## src/rtl/fetch_pkg.sv

```systemverilog
// Shared definitions for the instruction-fetch stage: word width, NOP word
// and the fetch controller state encoding.
package fetch_pkg;

  localparam int WORD_W = 16;

  localparam logic [WORD_W-1:0] NOP_INSTR = 16'h0000;

  typedef enum logic [1:0] {
    S_START = 2'd0,
    S_FETCH = 2'd1,
    S_HOLD  = 2'd2,
    S_DROP  = 2'd3
  } fetch_state_t;

endpackage

```

## src/rtl/fetch_unit.sv

```systemverilog
// Instruction-fetch stage: owns the PC, runs a single-outstanding-request
// memory handshake, applies stalls/redirects and feeds the IF/ID register.
module fetch_unit
  import fetch_pkg::*;
#(
  parameter logic [WORD_W-1:0] RESET_PC = 16'h0000,
  parameter logic [WORD_W-1:0] PC_STEP  = 16'd4,
  parameter logic [WORD_W-1:0] NOP      = NOP_INSTR
) (
  input  logic              clock,
  input  logic              reset_n,
  input  logic              pc_write,
  input  logic              branch_taken,
  input  logic [WORD_W-1:0] branch_target,
  input  logic              jump_en,
  input  logic [WORD_W-1:0] jump_target,
  output logic              imem_req,
  output logic [WORD_W-1:0] imem_addr,
  input  logic              imem_ready,
  input  logic [WORD_W-1:0] imem_rdata,
  output logic [WORD_W-1:0] if_instruction,
  output logic [WORD_W-1:0] if_pc4,
  output logic              if_valid,
  output logic              if_flush
);

  fetch_state_t      state_reg;
  logic [WORD_W-1:0] pc_reg;
  logic [WORD_W-1:0] hold_instr_reg;
  logic [WORD_W-1:0] redirect_pc_reg;

  logic              redirect;
  logic [WORD_W-1:0] redirect_target;
  logic [WORD_W-1:0] pc_inc;

  // Branch comes from a later stage than jump, so it wins when both fire.
  assign redirect        = branch_taken | jump_en;
  assign redirect_target = branch_taken ? branch_target : jump_target;
  assign pc_inc          = pc_reg + PC_STEP;

  assign imem_req  = (state_reg == S_FETCH) || (state_reg == S_DROP);
  assign imem_addr = pc_reg;
  assign if_flush  = redirect && (state_reg != S_START);

  always_ff @(posedge clock) begin
    if (!reset_n) begin
      state_reg       <= S_START;
      pc_reg          <= RESET_PC;
      hold_instr_reg  <= '0;
      redirect_pc_reg <= '0;
      if_valid        <= 1'b0;
      if_instruction  <= NOP;
      if_pc4          <= '0;
    end else begin
      if_valid       <= 1'b0;
      if_instruction <= NOP;

      case (state_reg)
        S_START: begin
          state_reg <= S_FETCH;
        end

        S_FETCH: begin
          if (redirect) begin
            // The request in flight must still complete, so an unfinished
            // one is drained in S_DROP before fetching from the target.
            if (imem_ready) begin
              pc_reg <= redirect_target;
            end else begin
              redirect_pc_reg <= redirect_target;
              state_reg       <= S_DROP;
            end
          end else if (imem_ready) begin
            if (pc_write) begin
              if_instruction <= imem_rdata;
              if_pc4         <= pc_inc;
              if_valid       <= 1'b1;
              pc_reg         <= pc_inc;
            end else begin
              hold_instr_reg <= imem_rdata;
              state_reg      <= S_HOLD;
            end
          end
        end

        S_HOLD: begin
          if (redirect) begin
            pc_reg    <= redirect_target;
            state_reg <= S_FETCH;
          end else if (pc_write) begin
            if_instruction <= hold_instr_reg;
            if_pc4         <= pc_inc;
            if_valid       <= 1'b1;
            pc_reg         <= pc_inc;
            state_reg      <= S_FETCH;
          end
        end

        S_DROP: begin
          if (imem_ready) begin
            pc_reg    <= redirect ? redirect_target : redirect_pc_reg;
            state_reg <= S_FETCH;
          end else if (redirect) begin
            redirect_pc_reg <= redirect_target;
          end
        end

        default: begin
          state_reg <= S_START;
        end
      endcase
    end
  end

endmodule
```

## config.mk

```make
export PLATFORM = sky130hd
export DESIGN_NAME = fetch_unit
export DESIGN_NICKNAME = d
export VERILOG_FILES = /design/src/rtl/fetch_pkg.sv /design/src/rtl/fetch_unit.sv
export SDC_FILE = /design/constraint.sdc
export NUM_CORES = 1
export LEC_CHECK = 0
export ABC_CLOCK_PERIOD_IN_PS = 2800
export CELL_PAD_IN_SITES_DETAIL_PLACEMENT = 1
export CELL_PAD_IN_SITES_GLOBAL_PLACEMENT = 2
export CORE_MARGIN = 10
export CORE_UTILIZATION = 30
export CTS_CLUSTER_DIAMETER = 60
export CTS_CLUSTER_SIZE = 25
export DETAILED_ROUTE_END_ITERATION = 6
export DONT_BUFFER_PORTS = 1
export GPL_TIMING_DRIVEN = 0
export PLACE_DENSITY = 0.69
export SETUP_SLACK_MARGIN = 0.3
export SLEW_MARGIN = 20
export SYNTH_ARGS = -nofsm -noshare
export SYNTH_HDL_FRONTEND = slang
export SYNTH_SLANG_ARGS = --single-unit
```

## constraint.sdc

```tcl
create_clock -name clock -period 2.8 [get_ports clock]
set_clock_uncertainty 0.15 [all_clocks]
set_input_delay 0.84 -clock clock [delete_from_list [all_inputs] [get_ports clock]]
set_output_delay 0.84 -clock clock [all_outputs]
set_load 0.01 [all_outputs]
```

# [Yosys cells after proc, flatten, opt, wreduce, memory -nomap -nowiden]
# Index checks and enable logic that the tools add are counted.
[op_classes] n_addsub=1 n_eq_ne=14 n_mux=37 bitwise=3 n_reduce_logical=12
[ops] cell="$mux 16" n=20
[ops] cell="$pmux 16 s2" n=3
[ops] cell="$pmux 16 s3" n=1
[ops] cell="$add 16x3->16 const B" n=1
[ops] cell="$mux 2" n=7
[ops] cell="$ne 2x2->1 const B" n=7
[ops] cell="$ne 3x3->1 const B" n=4
[ops] cell="$reduce_and 4->1" n=3
[ops] cell="$pmux 2 s4" n=1
[ops] cell="$reduce_bool 2->1" n=3
[ops] cell="$reduce_and 5->1" n=1
[ops] cell="$eq 2x2->1 const B" n=2
[ops] cell="$mux 1" n=4
[ops] cell="$reduce_and 3->1" n=1
[ops] cell="$reduce_bool 3->1" n=1
[ops] cell="$eq 2x1->1 const B" n=1
[ops] cell="$logic_not 2->1" n=1
[ops] cell="$not 1->1" n=2
[ops] cell="$pmux 1 s2" n=1
[ops] cell="$logic_and 1x1->1" n=1
[ops] cell="$logic_or 1x1->1" n=1
[ops] cell="$or 1x1->1" n=1
[word_totals] regBits=83 inputBits=54 out_inout_bits=51 elab_cells=74

# [Depth between registers and ports, before layout]
# Gate-level depths: netlist of the first run.
[logic_depth] word_depth=5 depth_mapped=8 depth_no_buf=6

# [Worst setup path before layout of the first run]
# No wires, ideal clock.
[synth_timing] path_kind="input to register" start="input port branch_taken" end="register state_reg[1]" setup_ns=0.087 arrival_ns=2.022 required_time_ns=2.563 path_slack_ns=0.541 stages=5 n_path_buf=1 cell_sequence="buf_2 -> or4b_1 -> a311oi_2 -> nand3_1 -> o31ai_1"
[synth_via] elab_chain_cells=3
[synth_rtl] item="start, declared" line_no="fetch_unit.sv:13" source="input logic branch_taken,"
[synth_rtl] item="$or 1x1->1 *" line_no="fetch_unit.sv:37" source="assign redirect = branch_taken | jump_en;"
[synth_rtl] item="$ne 3x3->1 (no source line) (tied with other cells)"
[synth_rtl] item="$reduce_and 5->1 (no source line) / $pmux 2 s4 (equally long branches)"
[synth_rtl] item="end signal, assigned" line_no="fetch_unit.sv:47" source="state_reg <= S_START;"
[synth_rtl] item="end signal, assigned" line_no="fetch_unit.sv:60" source="state_reg <= S_FETCH;"
[synth_rtl] item="end signal, assigned" line_no="fetch_unit.sv:71" source="state_reg <= S_DROP;"
[synth_rtl] item="end, declared" line_no="fetch_unit.sv:27" source="fetch_state_t state_reg;"
# Every way passes the cells marked *; elsewhere a longest branch is shown, timed or not.
# A chain may end at the register's enable or synchronous reset.

# [Final worst setup path of the first run]
[layout_timing] start="register state_reg[0]" end="output port imem_req"
[layout_via] elab_chain_cells=2
[layout_rtl] item="$eq 2x1->1 / $eq 2x2->1 (equally long branches)" line_no="fetch_unit.sv:41" source="assign imem_req = (state_reg == S_FETCH) || (state_reg == S_DROP);"
[layout_rtl] item="$logic_or 1x1->1 *" line_no="fetch_unit.sv:41"
[layout_rtl] item="end, declared" line_no="fetch_unit.sv:17" source="output logic imem_req,"
# Marks and branches as above.

==> results.md, run 1 <==
Synth:
- The area fraction of the dominant cell type after synthesis is 42.1%.
- Among all flip-flop cells after synthesis, the most frequent one is dfxtp_1.
- Summed over all instances, the cell type with the most area after synthesis is dfxtp_1.
- By area the synthesized netlist is led by dfxtp_1, nand2_1, nor2_1.
- For this run, the number of Yosys warnings is 0.
- The synthesized flop and latch total is 83.
- The netlist area before placement is ~3900 µm².
- The async set-reset flop share out of synthesis is 0%.
- The number of instances in the synthesized netlist is 476.
- The portion of the post-synthesis area used by sequential elements is 42.1%.
- The count of unique library cells instantiated by Yosys is 52.
- After synthesis, the largest family of logic cells by area is compound AO/OA/AOI/OAI gates.
- The fraction of the mapped netlist area in adder cells is 1.58%.
- The post-synth net total is between 500 and 600.
- The fraction of the mapped netlist area in compound gates is a little under a quarter.
- Yosys mapped a number of flops with a built-in enable equal to 0.
- The fraction of synthesized cell area in xor and xnor cells is 2.44%.
- The share of synthesized cell area in and, or, nand and nor gates is 20.7%.
- The fraction of synthesized area in multiplexers is 5.10%.
- In this run the mean area of a mapped cell was between 8 and 9 µm².

Timing:
- Setup violations remaining at the end of the flow were counted as 0.
- The max-slew violation total from the final report is 0.
- Setup repair after global routing could not meet its margin everywhere.
- The final-report hold violation count is 0.
- The shortest period the worst path allows is 2430 ps.
- Derived from the worst setup path, the maximum achievable clock frequency is 0.411 GHz.
- The actual slew at the worst max-slew pin is 811 ps.
- Of the available clock period, the critical path in the final layout requires 87.0%.
- The setup TNS is 0 ps.
- The relative slew slack is 45.5%.

Critical path:
- The flop-to-flop setup slack is 460 ps.
- The type of origin of the critical path is a flop.
- STA classifies the critical path endpoint as an output port.
- The worst reg2reg path startpoint is state_reg[1].
- The worst setup path is of the reg -> out kind.
- The number of cells on the worst reg-to-reg path is 6.
- The endpoint identified for the worst register-to-register timing path is imem_addr[12].
- The data arrival time of the worst path is about 1400 ps.
- Of all nets on the critical path, the largest fanout is 10.
- Data on the critical path is required at its endpoint by 1810 ps.

Route:
- The total vias in the final route is between 3,000 and 4,000.
- The count of nets left with antenna violations once routing finished came out at 0.
- For this run, design rule violations remaining after detail routing come to 0.
- Wires add up to ~14 mm.
- The first-iteration detailed-routing DRC count is 152.
- The wire length per cell is 21.2 µm.
- The detail-routed via count per cell is 5.30.
- For this run, the detailed router's first-pass iteration total came to 4.

Global route:
- The pin count of the biggest net entering global routing is 15.
- Global routing used 15.7% of the available tracks across all layers.
- The global route total overflow is 0.
- The first global-routing pass estimated ~22 mm of wire.
- The initial antenna violation count is 0.
- The number of global-route vias before repair came to 3,816.

Job:
- The number of max-capacitance violations reported is 0.

Finish:
- Counting the fill cells in the layout gives ~1,500.
- The number of diodes added for antenna fixing is 0.
- In the final design database the tool counted between 500 and 600 nets.
- Of the cells placed in the final design, the portion with a size suffix greater than 1 is 8.74%.
- Leaving out fill and tap cells, the most frequent cell in the layout is dfxtp_1.
- The library cells used most frequently in the layout, excluding fill and tap cells, are dfxtp_1, nand2_1, nor2_1.
- After routing the design area is roughly 4500 µm².
- The area growth from synthesis to final layout is 14.9%.

Floorplanning:
- For this design the top-level I/O count stands at about 110.
- From bottom edge to top edge, the die measures 135 µm.
- The die covers 18,100 µm².
- The placeable core region is 12,800 µm².
- From left edge to right edge, the die measures 135 µm.
- The effective utilization at floorplan is 30.9%.
- After floorplanning, the core was divided into 41 placement rows.

Clock network:
- The number of clock buffers added by TritonCTS is 9.
- The total clock sinks is slightly above 80.
- The CTS tree is done.
- The root buffer cell chosen for the clock tree is clkbuf_16.
- The depth of the CTS H-tree is 3.
- The count of buffers added by post-CTS timing repair for setup is 0.
- For the worst-skew pair, the clock arrives at the later sink with an insertion delay of 350 ps.
- The clock-pin transition on the worst setup and hold timing paths is 60 ps.
- The maximum buffer depth of the clock tree is 2.

Outcome:
- The run finished with clean final reports.

Placed design:
- The total of buffers placed on input and output ports is 0.
- The last weighted congestion value of the routability-driven placer is 0.795.
- The area of placed instances is 4160 µm².
- Detailed placement finished with a half-perimeter wire length of 10.9 mm.

Hold path:
- The worst hold path belongs to the class reg -> reg.
- For hold timing, the worst endpoint is hold_instr_reg[13].
- Counting instances, the worst hold path has a depth of 2.
- The origin of the worst min-delay path is hold_instr_reg[13].

Pwr:
- The largest vdd supply drop is 0.249 mV.
- Power spread over the standard cell area amounts to roughly 700 nW/µm².
- For this design the static power due to leakage is 1.57 nW.
==> cell families after synthesis <==
kind of cell,after synthesis
and+or+nand+nor,176
buffers and inverters,47
adders and majority gates,5
DFF,83
AOI/OAI and AO/OA,134
xor gates and xnor gates,11
muxes,20
==> layout make-up <==
cell class | count | area (µm²) | share of cell area [%]
clock buffer | 10 | 229 | 5.05
buffer | 40 | 204 | 4.50
clock inverter | 6 | 114 | 2.51
tap | 172 | 215 | 4.74
multi-input combinational | 346 | 2090 | 46.0
inverter | 7 | 26.3 | 0.579
sequential | 83 | 1660 | 36.6
==> metal layers <==
metal	vias to the layer above	global-route usage, %	part of all wire [%]
met5	-	0	0
met2	86	26.3	48
met1	1695	16.7	39
met4	0	4.96	1.4
li1	1724	-	-
met3	14	8.20	11
==> how the worst max path moves through the flow <==
stage	start	end	slack [ps]	cells past startpoint
global route	state_reg[1]	imem_addr[3]	300	7
CTS	state_reg[0]	imem_req	330	4
floorplan	branch_taken	state_reg[1]	540	5
global placement	state_reg[0]	imem_req	70	4
detailed placement	state_reg[0]	imem_req	110	4
finish	state_reg[0]	imem_req	370	4
==> through the flow <==
step	total power, mW	hold slack [ps]	setup WS [ps]	util [%]	std cells
floorplan	1.72	286	541	-	476
global placement	1.87	291	67.6	32.6	648
detailed placement	1.88	296	106	32.6	648
CTS	3.28	305	325	35.4	664
global route	3.40	324	298	35.5	664
finish	3.24	306	365	35.5	664
==> cell usage after synthesis (3+ instances only) <==
cell,count
nand4_1,3
clkbuf_1,17
xor2_1,4
inv_1,7
xnor2_1,7
dfxtp_1,83
a221oi_1,7
ha_1,5
a21oi_1,43
nor3_1,7
or3_1,5
mux2i_1,19
o22ai_1,10
a211oi_1,23
nand3b_1,12
o21ai_1,7
buf_1,3
o21a_1,6
a22oi_1,16
o21ai_0,4
nand3_1,5
nand2_1,66
buf_2,16
nor2_1,58
buf_4,3
and3_1,6
==> critical path, stage by stage (launching register included) <==
cell	delay [ps]
dfxtp_1	350
ha_4	190
buf_6	140
buf_6	160
or2_4	250
==> power by group <==
group / internal, mW / switching (mW) / leakage, nW
Sequential: 1.26 / 0.106 / 0.674
Combinational: 0.190 / 0.303 / 0.738
Clock: 0.873 / 0.508 / 0.159
Total: 2.32 / 0.916 / 1.57
==> timing repair <==
item | in CTS | in global routing
endpoints found under the setup margin | 1 | 10
hold buffers | 0 | 0
resized for setup | 7 | 3
gates cloned | 0 | 0
pin swaps | 0 | 0
endpoints found under the hold margin | 0 | 0
No activity file was read; power rests on OpenSTA's default activity.
==> inputs of run 2 (changes only) <==
CELL_PAD_IN_SITES_DETAIL_PLACEMENT = 0   (was 1)
CELL_PAD_IN_SITES_GLOBAL_PLACEMENT = 1   (was 2)
PLACE_DENSITY = 0.57   (was 0.69)
==> run 2 against run 1 <==
Total power increased by 0.45%. Via count rose by 0.54%. Maximum frequency fell by 0.64%. Worst setup slack lost 16 ps. Non-clock buffer count unchanged. Utilization hardly changed. Final area hardly changed. Critical endpoint unchanged.
==> results.md, run 2 (synthesis gave the netlist of run 1 again) <==
Outcome:
- The run finished with clean final reports.

Global route:
- The global route total overflow came to 0 (unchanged).
- The number of global-route vias before repair is 3,461 (-9.3%).
- The first-pass GRT wire length is 20.7 mm (-6.5%).
- The initial antenna violation count is 0 (unchanged).
- The pin count of the biggest net entering global routing came to 15 (unchanged).
- The overall routing resource usage was 14.8% (-0.94 points).

Clock network:
- The maximum buffer depth of the clock tree is 2 (unchanged).
- The CTS tree is done.
- Clock tree synthesis selected as its root buffer the cell clkbuf_16.
- The later-pin clock latency in the skew report is 350 ps (about the same).
- The post-cts hold buffer count is 0 (unchanged).
- The clock-pin transition on the worst setup and hold timing paths is 60 ps (about the same).
- The depth of the CTS H-tree is 3 (unchanged).
- The count of buffers added by post-CTS timing repair for setup came to 0 (unchanged).
- The CTS buffer count is 9 (unchanged).
- The total clock sinks was 83 (unchanged).

Timing:
- The shortest period the worst path allows came to 2450 ps (+15.6 ps).
- Setup repair after global routing could not meet its margin everywhere.
- The fmax is 0.408 GHz (-0.64%).
- The actual slew at the worst max-slew pin is 805 ps (-5.67 ps).
- The final-report hold violation count was 0 (unchanged).
- The relative slew slack came to 45.9% (+0.38 points).
- The final setup violation count is 0 (unchanged).
- The max-slew violation total from the final report is 0 (unchanged).
- The final cycle utilization of the critical path is 87.5% (+0.56 points).
- The setup TNS is 0 ps (unchanged).

Route:
- The wire length per cell came to 20.3 µm (-4.0%).
- The first-iteration detailed-routing DRC count was 239 (+57%).
- The post-detailed-routing wire length is 13.5 mm (-4.0%).
- The first-pass detailed-route iteration total is 4 (unchanged).
- The DRC violation count after routing was 0 (unchanged).
- The total vias in the final route is 3,538 (+0.54%).
- The number of nets still failing antenna checks after routing was 0 (unchanged).
- The detail-routed via count per cell was 5.33 (+0.54%).

Hold path:
- The origin of the worst min-delay path is hold_instr_reg[13].
- The worst hold path cell count is 2 (unchanged).
- The path with the worst hold slack has its endpoint at hold_instr_reg[13].
- The class of the tightest hold or removal check is reg -> reg.

Pwr:
- The standby leakage power is 1.58 nW (+0.81%).
- The largest vdd supply drop is 0.308 mV (+24%).
- The total power density per cell area came to 718 nW/µm² (+0.48%).

Floorplanning:
- The die span in y was 135 µm (unchanged).
- The placeable core region is 12,800 µm² (unchanged).
- The effective utilization at floorplan was 30.9% (unchanged).
- The row count is 41 (unchanged).
- The overall die area is 18,100 µm² (unchanged).
- The floorplan die width is 135 µm (unchanged).
- The total I/O pin count was 105 (unchanged).

Critical path:
- The worst-path maximum fanout is 10 (unchanged).
- The dominant delay contributor by cell family on the critical path is flip-flops.
- The endpoint of the worst register-to-register path is redirect_pc_reg[5].
- Counting stages on the worst path, the most repeated cell is buf_6.
- The data arrival time of the worst path came to 1460 ps (+20 ps).
- The delay of the slowest cell on the worst path was 330 ps (-20 ps).
- The flop-to-flop setup slack is 520 ps (+60 ps).
- The critical path goes through ha_2 > buf_6 > buf_6 > or2_4.
- The slowest stage of the critical path is the dfxtp_1 cell.
- The depth of the worst register-to-register path was 7 (+1).
- The combined buffer and inverter count along the critical path is 2 (unchanged).
- The critical path is of the reg -> out type.
- The worst setup path is captured at an output port.
- The worst reg2reg path startpoint is state_reg[1].
- The worst setup path is launched from a flop.
- The required time of the critical path is 1810 ps (about the same).

Finish:
- The count of fill cells added during filler insertion was 1,372 (-9.7%).
- The number of diodes added for antenna fixing is 0 (unchanged).
- The net count of the finished layout is 546 (unchanged).
- Leaving out fill and tap cells, the most frequent cells in the layout are dfxtp_1, nand2_1, nor2_1.
- The fraction of layout instances using a drive strength above 1 is 8.94% (+0.20 points).
- The area growth from synthesis to final layout came to 14.9% (about the same).
- The leading cell type in the layout, fill and taps excluded is dfxtp_1.
- The final instance count without filler cells is 664 (unchanged).

Placed design:
- The last weighted congestion value of the routability-driven placer is 0.771 (-3.0%).
- The placed wire-length estimate is 10.3 mm (-5.3%).
- The total of buffers placed on input and output ports is 0 (unchanged).
- The total placed cells including tap cells is 648 (unchanged).

Job:
- The number of max-capacitance violations reported came to 0 (unchanged).
[run 2: power breakdown]
part           internal [mW]  switching [mW]
Sequential              1.26           0.100
Combinational          0.189           0.295
Clock                  0.898           0.513
[run 2: layout make-up]
type	count	area, µm²	share of cell area, %
Clock buffer	10	239	5.27
Clock inverter	6	113	2.48
Multi-Input combinational cell	346	2080	45.8
Tap cell	172	215	4.75
Inverter	7	26.3	0.579
Sequential cell	83	1660	36.6
Buffer	40	204	4.50
[run 2: what timing repair did]
action                                  in CTS  in global routing
resized for setup                            6                  3
cloned                                       0                  0
endpoints found under the setup margin       1                 10
[run 2: tightest hold or removal path, stage by stage (launching register included)]
cell and delay (ps):
dfxtp_1 310, nand2_1 50, a21oi_1 50
[run 2: routing by layer]
| metal | share of wire (%) | global-route usage [%] | vias to the layer above |
|---|---|---|---|
| li1 | - | - | 1728 |
| met1 | 40 | 16.6 | 1686 |
| met2 | 49 | 24.5 | 110 |
| met3 | 9.9 | 5.93 | 14 |
| met4 | 1.6 | 5.62 | 0 |
| met5 | 0 | 0 | - |
[run 2: per-stage QoR]
stage          setup WS, ps  power [mW]  util [%]  hold WS [ps]  instance area (µm²)
6_report                349        3.26      35.5           304                 4530
5_1_grt                 299        3.41      35.5           324                 4530
4_1_cts                 300        3.30      35.5           306                 4530
3_5_place_dp            145        1.87      32.6           297                 4160
3_3_place_gp            145        1.86      32.6           291                 4160
2_1_floorplan           541        1.72         -           286                 3950
[run 2: worst max-delay path by stage]
stage	from	end	slack, ps	cells after the start
after global placement	state_reg[0]	imem_req	150	4
final	state_reg[0]	imem_req	350	4
after detailed placement	state_reg[0]	imem_req	150	4
after global routing	state_reg[0]	imem_req	300	4
after floorplan	branch_taken	state_reg[1]	540	5
after CTS	state_reg[0]	imem_req	300	4
==> inputs of run 3 (changes only) <==
DONT_BUFFER_PORTS = not set   (was 1)
PLACE_DENSITY = 0.71   (was 0.57)
==> run 3 against run 2 <==
Worst hold slack improved by 2.0 ps. Global-route usage rose by 0.14 points. Worst setup slack got worse by 16 ps. Die area did not move. Final area rose by 25%. Maximum frequency fell by 0.66%. Total power rose by 4.1%. Clock power fell by 6%. First-iteration DRC count rose by 13%. Critical endpoint unchanged. Count of clock-buffer cells in the layout fell by 1. Critical path depth rose by 1.
==> results.md, run 3 (synthesis gave the netlist of run 1 again) <==
Outcome:
- The flow ran to the end, and the final reports show no timing, DRC or antenna violations.

Pwr:
- The largest vdd supply drop was 0.268 mV (-13%).
- The total power density per cell area is 598 nW/µm² (-17%).
- The standby leakage power came to 2.02 nW (+27%).

Critical path:
- The combined buffer and inverter count along the critical path was 3 (+1).
- The dominant delay contributor by cell family on the critical path is buffers and inverters.
- The required time of the critical path came to 1810 ps (about the same).
- The worst setup path is captured at an output port.
- The data arrival time of the worst path is 1480 ps (+20 ps).
- The delay of the slowest cell on the worst path is 360 ps (+30 ps).
- By startpoint and endpoint, the worst setup path is classified as reg -> out.
- The signal on the critical path passes through ha_4 > buf_8 > buf_12 > or2_4 > buf_6.
- Among all stages on the critical path, the largest delay is contributed by dfxtp_4.
- The worst-path maximum fanout was 10 (unchanged).
- The type of origin of the critical path is a flop.

Clock network:
- The later-pin clock latency in the skew report came to 350 ps (about the same).
- The CTS buffer count is 9 (unchanged).
- The maximum buffer depth of the clock tree is 2 (unchanged).
- The total clock sinks is 83 (unchanged).
- The clock-pin transition on the worst setup and hold timing paths is 70 ps (about the same).
- TritonCTS built the clock tree.
- The depth of the CTS H-tree came to 3 (unchanged).
- CTS placed an instance of clkbuf_16 at the clock tree root.

Timing:
- The actual slew at the worst max-slew pin is 745 ps (-59.8 ps).
- The final setup violation count is 0 (unchanged).
- The max-slew violation total from the final report is 0 (unchanged).
- The shortest period the worst path allows is 2470 ps (+16.3 ps).
- The final cycle utilization of the critical path was 88.1% (+0.58 points).
- The final setup slack of the worst path is 333 ps (-16.3 ps).
- The relative slew slack is 49.9% (+4.0 points).
- The fmax is 0.405 GHz (-0.66%).
- Setup repair after global routing left no endpoint under its margin.
- The hold slack is 306 ps (+2.01 ps).
- The final-report hold violation count was 0 (unchanged).

Floorplanning:
- The row count is 41 (unchanged).
- The effective utilization at floorplan was 30.9% (unchanged).
- The die span in y is 135 µm (unchanged).
- The placeable core region is 12,800 µm² (unchanged).
- The floorplan die width was 135 µm (unchanged).
- The total I/O pin count was 105 (unchanged).
- The overall die area is 18,100 µm² (unchanged).

Finish:
- The net count of the finished layout is 658 (+21%).
- The library cells used most frequently in the layout, excluding fill and tap cells, are clkdlybuf4s50_1, dfxtp_1, nand2_1.
- The fraction of layout instances using a drive strength above 1 came to 11.4% (+2.5 points).
- The share of the core filled with cells in the final layout is 44.4% (+8.9 points).
- The sequential standard cell area was 1670 µm² (+0.45%).
- The final instance area is 5670 µm² (+25%).
- Relative to the synthesized area, the layout overhead comes to 43.6%.
- The number of diodes added for antenna fixing is 0 (unchanged).
- The leading cell type in the layout, fill and taps excluded is clkdlybuf4s50_1.
- The count of fill cells added during filler insertion is 1,262 (-8.0%).
- The area taken by multi-input logic gates was 2110 µm² (+1.5%).

Hold path:
- The min-delay analysis places its worst path in the category reg -> reg.

Global route:
- The overall routing resource usage was 14.9% (+0.14 points).
- The global route total overflow was 0 (unchanged).
- The initial antenna violation count is 0 (unchanged).
- The pin count of the biggest net entering global routing is 17 (+2).
- The first-pass GRT wire length is 21.5 mm (+3.8%).
- The number of global-route vias before repair is 3,978 (+15%).

Route:
- The detail-routed via count per cell is 5.08 (-4.6%).
- The number of nets still failing antenna checks after routing is 0 (unchanged).
- The total vias in the final route was 3,944 (+11%).
- The first-iteration detailed-routing DRC count is 269 (+13%).
- The wire length per cell is 17.7 µm (-13%).
- The DRC violation count after routing is 0 (unchanged).
- The post-detailed-routing wire length came to 13.7 mm (+1.5%).
- The first-pass detailed-route iteration total is 5 (+1).

Job:
- The number of max-capacitance violations reported is 0 (unchanged).

Placed design:
- The minimum setup slack after placement is -677 ps (-822 ps).
- The total of buffers placed on input and output ports is 104 (+104).
- The last weighted congestion value of the routability-driven placer was 0.854 (+11%).
- The area of placed instances is 5200 µm² (+25%).
- The placed wire-length estimate came to 10.3 mm (-0.65%).
## run 3: changes by cell type in the layout (fill, tap and decap cells not counted), sizes merged
cell	before	now
clkdlybuf4s50	0	99
buf	23	31
clkinv	3	2
clkbuf	27	30
inv	7	10
dlygate4sd2	0	1
bufinv	3	2
## run 3: routing by layer
layer / vias up / wire (µm) / global-route usage (%)
met5: - / 0 / 0
met4: 0 / 411 / 5.99
met3: 28 / 1180 / 5.60
met2: 167 / 6170 / 23.5
met1: 1806 / 5950 / 17.8
li1: 1943 / - / -
## run 3: cell type report
cell class | count | share of cell area [%]
clock buffers | 9 | 3.97
multi-input cells | 346 | 37.2
clock inverters | 7 | 1.88
flip-flops and latches | 83 | 29.4
inverters | 7 | 0.464
well taps | 172 | 3.80
repair buffers | 112 | 19.2
plain buffers | 40 | 4.06
## run 3: power breakdown
group | total, mW | switching (mW) | internal [mW]
logic | 0.718 | 0.372 | 0.346
clock network | 1.33 | 0.533 | 0.797
registers | 1.34 | 0.0789 | 1.26
total | 3.39 | 0.983 | 2.41
## run 3: per-stage QoR
step                      cells  power (mW)  setup TNS, ps
final                       776        3.39              0
after global routing        776        3.55              0
after CTS                   770        3.39              0
after detailed placement    752        2.05         -11190
after global placement      752        2.04          -9760
after floorplan             476        1.72              0
## run 3: what timing repair did
action                                  4_1_cts  5_1_grt
hold buffers                                  0        0
endpoints found under the setup margin       57       31
pin swaps                                     1        2
gates resized for setup                      32       19
buffers inserted                              2        6
## run 3: tightest hold or removal path: cells and delay by family (launching register included)
kind             cells  cell delay [ps]
AND/OR/NAND/NOR      1               50
AO/OA/AOI/OAI        1               50
flip-flops           1              310
## run 3: path summary, 6_finish.rpt
check	start	to	slack (ps)	cells past startpoint
max	state_reg[0]	imem_req	330	5
min	hold_instr_reg[9]	hold_instr_reg[9]	310	2
max reg2reg	state_reg[0]	imem_addr[4]	710	8
min reg2reg	hold_instr_reg[9]	hold_instr_reg[9]	310	2
